--- src/rtl/frequency_analyzer_controller.sv ---
// Sequences a frequency analyzer through clear/count/settle/capture/report windows,
// classifies each window's f0/f1 counts and hands the result over valid/ready.
module frequency_analyzer_controller #(
    parameter int WINDOW_CYCLES = 500000,
    parameter int CLEAR_CYCLES  = 2,
    parameter int SETTLE_CYCLES = 2,
    parameter int MIN_COUNT     = 50
) (
    input  logic        clock,
    input  logic        reset_n,
    input  logic        start,
    input  logic        continuous,
    input  logic        abort,
    output logic        analyzer_enable,
    output logic        analyzer_clear,
    input  logic [31:0] f0_value,
    input  logic [31:0] f1_value,
    output logic        result_valid,
    input  logic        result_ready,
    output logic [1:0]  result_code,
    output logic [31:0] result_f0,
    output logic [31:0] result_f1,
    output logic        busy
);

    localparam int MAX_A      = (WINDOW_CYCLES > CLEAR_CYCLES) ? WINDOW_CYCLES : CLEAR_CYCLES;
    localparam int MAX_CYCLES = (MAX_A > SETTLE_CYCLES) ? MAX_A : SETTLE_CYCLES;
    localparam int CW         = $clog2(MAX_CYCLES + 1);

    typedef enum logic [2:0] {
        S_IDLE,
        S_CLEAR,
        S_MEASURE,
        S_SETTLE,
        S_CAPTURE,
        S_REPORT
    } state_t;

    localparam logic [1:0] CODE_NONE = 2'b00;
    localparam logic [1:0] CODE_F0   = 2'b01;
    localparam logic [1:0] CODE_F1   = 2'b10;
    localparam logic [1:0] CODE_TIE  = 2'b11;

    state_t        state, next_state;
    logic [CW-1:0] cycle_count, reload_value;

    function automatic logic [1:0] classify(input logic [31:0] a, input logic [31:0] b);
        logic [31:0] min_count;
        min_count = 32'(MIN_COUNT);
        if (a == b)     return (a >= min_count) ? CODE_TIE : CODE_NONE;
        else if (a > b) return (a >= min_count) ? CODE_F0  : CODE_NONE;
        else            return (b >= min_count) ? CODE_F1  : CODE_NONE;
    endfunction

    // NOTE: every signal assigned here gets a default first, so no path can infer a latch.
    always_comb begin
        next_state = state;
        unique case (state)
            S_IDLE:    if (start) next_state = S_CLEAR;
            S_CLEAR:   if (cycle_count == '0) next_state = S_MEASURE;
            S_MEASURE: if (cycle_count == '0) next_state = S_SETTLE;
            S_SETTLE:  if (cycle_count == '0) next_state = S_CAPTURE;
            S_CAPTURE: next_state = S_REPORT;
            S_REPORT:  if (result_ready) next_state = continuous ? S_CLEAR : S_IDLE;
            default:   next_state = S_IDLE;
        endcase
        if (abort) next_state = S_IDLE;
    end

    // Counter is loaded with (length-1) on entry and counts down to zero in place.
    always_comb begin
        reload_value = '0;
        unique case (next_state)
            S_CLEAR:   reload_value = CW'(CLEAR_CYCLES - 1);
            S_MEASURE: reload_value = CW'(WINDOW_CYCLES - 1);
            S_SETTLE:  reload_value = CW'(SETTLE_CYCLES - 1);
            default:   reload_value = '0;
        endcase
    end

    // NOTE: state and outputs use non-blocking assignments so every register samples pre-edge values.
    always_ff @(posedge clock or negedge reset_n) begin
        if (!reset_n) begin
            state       <= S_IDLE;
            cycle_count <= '0;
        end else begin
            state <= next_state;
            if (next_state != state)
                cycle_count <= reload_value;
            else if (cycle_count != '0)
                cycle_count <= cycle_count - CW'(1);
        end
    end

    // Outputs are registered from next_state so they line up exactly with the state they describe.
    always_ff @(posedge clock or negedge reset_n) begin
        if (!reset_n) begin
            analyzer_enable <= 1'b0;
            analyzer_clear  <= 1'b0;
            result_valid    <= 1'b0;
            busy            <= 1'b0;
            result_code     <= CODE_NONE;
            result_f0       <= '0;
            result_f1       <= '0;
        end else begin
            analyzer_clear  <= (next_state == S_CLEAR);
            analyzer_enable <= (next_state == S_MEASURE);
            result_valid    <= (next_state == S_REPORT);
            busy            <= (next_state != S_IDLE);
            if (state == S_CAPTURE && next_state == S_REPORT) begin
                result_f0   <= f0_value;
                result_f1   <= f1_value;
                result_code <= classify(f0_value, f1_value);
            end
        end
    end

endmodule

--- config.mk ---
export PLATFORM = sky130hd
export DESIGN_NAME = frequency_analyzer_controller
export DESIGN_NICKNAME = d
export VERILOG_FILES = /design/src/rtl/frequency_analyzer_controller.sv
export SDC_FILE = /design/constraint.sdc
export NUM_CORES = 1
export LEC_CHECK = 0
export CORE_UTILIZATION = 23
export CTS_CLUSTER_SIZE = 10
export DETAILED_ROUTE_END_ITERATION = 6
export GPL_ROUTABILITY_DRIVEN = 0
export MAX_ROUTING_LAYER = met4
export PLACE_DENSITY = 0.51
export RECOVER_POWER = 100
export SETUP_SLACK_MARGIN = 0.15
export SYNTH_ARGS = -nofsm -noshare
export SYNTH_HDL_FRONTEND = slang
export SYNTH_SLANG_ARGS = --single-unit
--- constraint.sdc ---
create_clock -name clock -period 2.8 [get_ports clock]
set_input_delay 0.42 -clock clock [delete_from_list [all_inputs] [get_ports clock]]
set_output_delay 0.42 -clock clock [all_outputs]
set_load 0.05 [all_outputs]
==> results.json <==
{
  "endpoint_kind": "flip-flop",
  "track_usage_pct": 13.83,
  "cts_root_buffer": "clkbuf_16",
  "fin_tns_setup_ps": 0,
  "post-route-min-period_ps": 2541,
  "place_ws_ps": 185.8,
  "fmax_ghz": 0.3936,
  "critPathKind": "reg -> reg",
  "rows": 53,
  "first_pass_iters": 4,
  "initial_utilization_pct": 23.47,
  "worstMarginPinSlew_ps": 1359,
  "cts_resized": 0,
  "fin_ws_ps": 259.0,
  "fin_cells": 866,
  "cp_max_fo": 6,
  "tritoncts": "done",
  "final_util_pct": 33.12,
  "drt_iter0_drc": 130,
  "die_h_um": 148.5,
  "cellPowerDensity_nw_per_um2": 584.1,
  "cp_data_arrival_time_ps": 2770,
  "port_buffers": 139,
  "status": "completed",
  "clock-sinks": 92,
  "wire_per_inst_um": 16.37,
  "viasPerCell": 4.570,
  "grt_max_degree": 51,
  "synth_area_leader_cell": "dfrtp_1",
  "synth_area_per_cell_um2": 11.29,
  "fin_skew_ps": 6.212,
  "fp.dieW_um": 148.5,
  "synth_common_cells": "dfrtp_1, mux2_2, inv_1, ha_1, nor2_1",
  "syn_area_um2": 4933,
  "drive_gt1_share_pct": 17.94,
  "ys.flop_type": "dfrtp_1",
  "synth_area_leaders": "dfrtp_1, mux2_2, ha_1, inv_1, nor2_1",
  "cts_max_path_buffers": 2,
  "htreeDepth": 3,
  "ant_nets": 0,
  "via_count": 3958,
  "final_cell_area_um2": 6963,
  "ff2ff_path_depth": 8,
  "setup_viol": 0,
  "antenna_found_initial": 0,
  "required_ps": 3030,
  "synth.most_common_cell": "dfrtp_1",
  "regToRegStartpoint": "cycle_count[0]$_DFFE_PN0P_",
  "finalCritPeriodShare_pct": 90.75,
  "ys_warn_count": 0,
  "cap_violations": 0,
  "dpl.hpwl_um": 11130,
  "layout.nets": 690,
  "cts_made_buffers": 9,
  "slew_headroom_pct": 9.423,
  "area_growth_pct": 41.14,
  "ys_async_sr_fraction_pct": 100.0,
  "grt_pass1_vias": 4052,
  "synthCells": 437,
  "rr_endpoint": "cycle_count[1]$_DFFE_PN0P_",
  "gr-total-overflow": 0,
  "synth_fp_nets": 540,
  "r2r_setup_slack_ps": 260,
  "insertedDiodeCount": 0,
  "startpoint_type": "flip-flop",
  "cts_setup_buffers": 0,
  "ioPinCount": 140,
  "ir_drop_uv": 277.7,
  "synth_edf_count": 0,
  "synth_top_area_share_pct": 46.66,
  "clk_pin_slew_ps": 70,
  "hp-class": "in -> async",
  "drc": 0,
  "fp.coreArea_um2": 21020,
  "grt_pass1_wl_um": 22660,
  "ys_seq_area_share_pct": 46.66,
  "hold_buffers": 0,
  "dp.cells": 851,
  "insertion_delay_ps": 350,
  "placed_area_um2": 6725,
  "hold_viol": 0,
  "drt-total-wl_um": 14170,
  "netlist-cell-type-count": 58,
  "ys_seq_elements": 92,
  "grt_setup_unrepaired": "false",
  "p_leak_uw": 0.003379,
  "dieArea_um2": 22040,
  "slew_viol_final": 0
}
## worst max-delay path by stage
stage / slack (ps) / end / from
after floorplan: 480 / cycle_count[1]$_DFFE_PN0P_ / cycle_count[0]$_DFFE_PN0P_
after global placement: 190 / result_code[0]$_DFFE_PN0P_ / f1_value[21]
after detailed placement: 190 / result_code[0]$_DFFE_PN0P_ / f1_value[31]
after CTS: 220 / cycle_count[8]$_DFFE_PN0P_ / cycle_count[0]$_DFFE_PN0P_
after global routing: 80 / cycle_count[1]$_DFFE_PN0P_ / cycle_count[0]$_DFFE_PN0P_
final: 260 / cycle_count[1]$_DFFE_PN0P_ / cycle_count[0]$_DFFE_PN0P_
## registers in the layout (all words and copies together), names as in the netlist
name,flops
result_f0,32
result_f1,32
analyzer_enable,1
state,3
cycle_count,19
result_code,2
analyzer_clear,1
result_valid,1
busy,1
## cell families (layout without fill, tap and decap cells)
family / Yosys count / in the layout / synth area share, %
multiplexers: 66 / 66 / 15.01
buffers and inverters: 49 / 203 / 3.956
XOR/XNOR: 15 / 15 / 2.663
AO/OA/AOI/OAI: 61 / 61 / 9.156
adder cells (fa/ha/maj): 33 / 33 / 8.369
AND/OR/NAND/NOR: 121 / 121 / 14.18
flip-flops: 92 / 92 / 46.67
## metal layers
layer / vias up / wire length [µm] / global-route usage (%)
met3: 13 / 792 / 3.129
met5: - / 0 / -
met2: 113 / 6386 / 20.79
met4: 0 / 216 / 4.794
li1: 1887 / - / -
met1: 1945 / 6777 / 18.19
## layout by cell type (no fill, tap or decap), types with 4 or more instances in the layout
cell type,n
buf_4,7
nor2_1,31
o21a_1,5
nand2_1,14
nor3_1,13
nand2b_1,4
a31oi_1,6
dlygate4sd3_1,71
xor2_1,9
clkbuf_2,4
nor4_1,15
a21o_1,6
mux2_2,64
a211oi_1,5
o21ai_0,5
a21oi_1,14
dfrtp_1,92
clkbuf_16,9
nand3_1,8
nand4_1,9
clkdlybuf4s50_1,67
xnor2_1,6
inv_1,36
ha_1,33
## worst max-delay path, stage by stage, from the launching register on
cell and delay [ps]:
dfrtp_1 390, inv_1 90, ha_1 230, nor4b_4 240, nand4b_1 250, o31a_1 380, o32ai_4 410, and3_1 330
a21oi_1 100
## final cells by class
class | count | area, µm²
multi-input cells | 296 | 2427
fillers | 2089 | 14060
repair buffers | 152 | 1466
inverters | 36 | 135.1
clock inverters | 3 | 21.27
well taps | 275 | 344.1
flip-flops and latches | 92 | 2302
clock buffers | 12 | 266.5
## per-stage QoR
step                      hold WS, ps  total power (µW)
after floorplan                 124.4              2449
after global placement          488.5              2888
after detailed placement        494.4              2905
after CTS                       140.9              4140
after global routing            493.7              4318
final                           375.9              4067
## report_power, final
group          switching [µW]  internal (µW)  leakage [µW]
clock                     539            671      0.000141
combinational             726            525       0.00198
sequential                140           1470       0.00126
total                    1410           2660       0.00338
No activity file was read; power rests on OpenSTA's default activity.
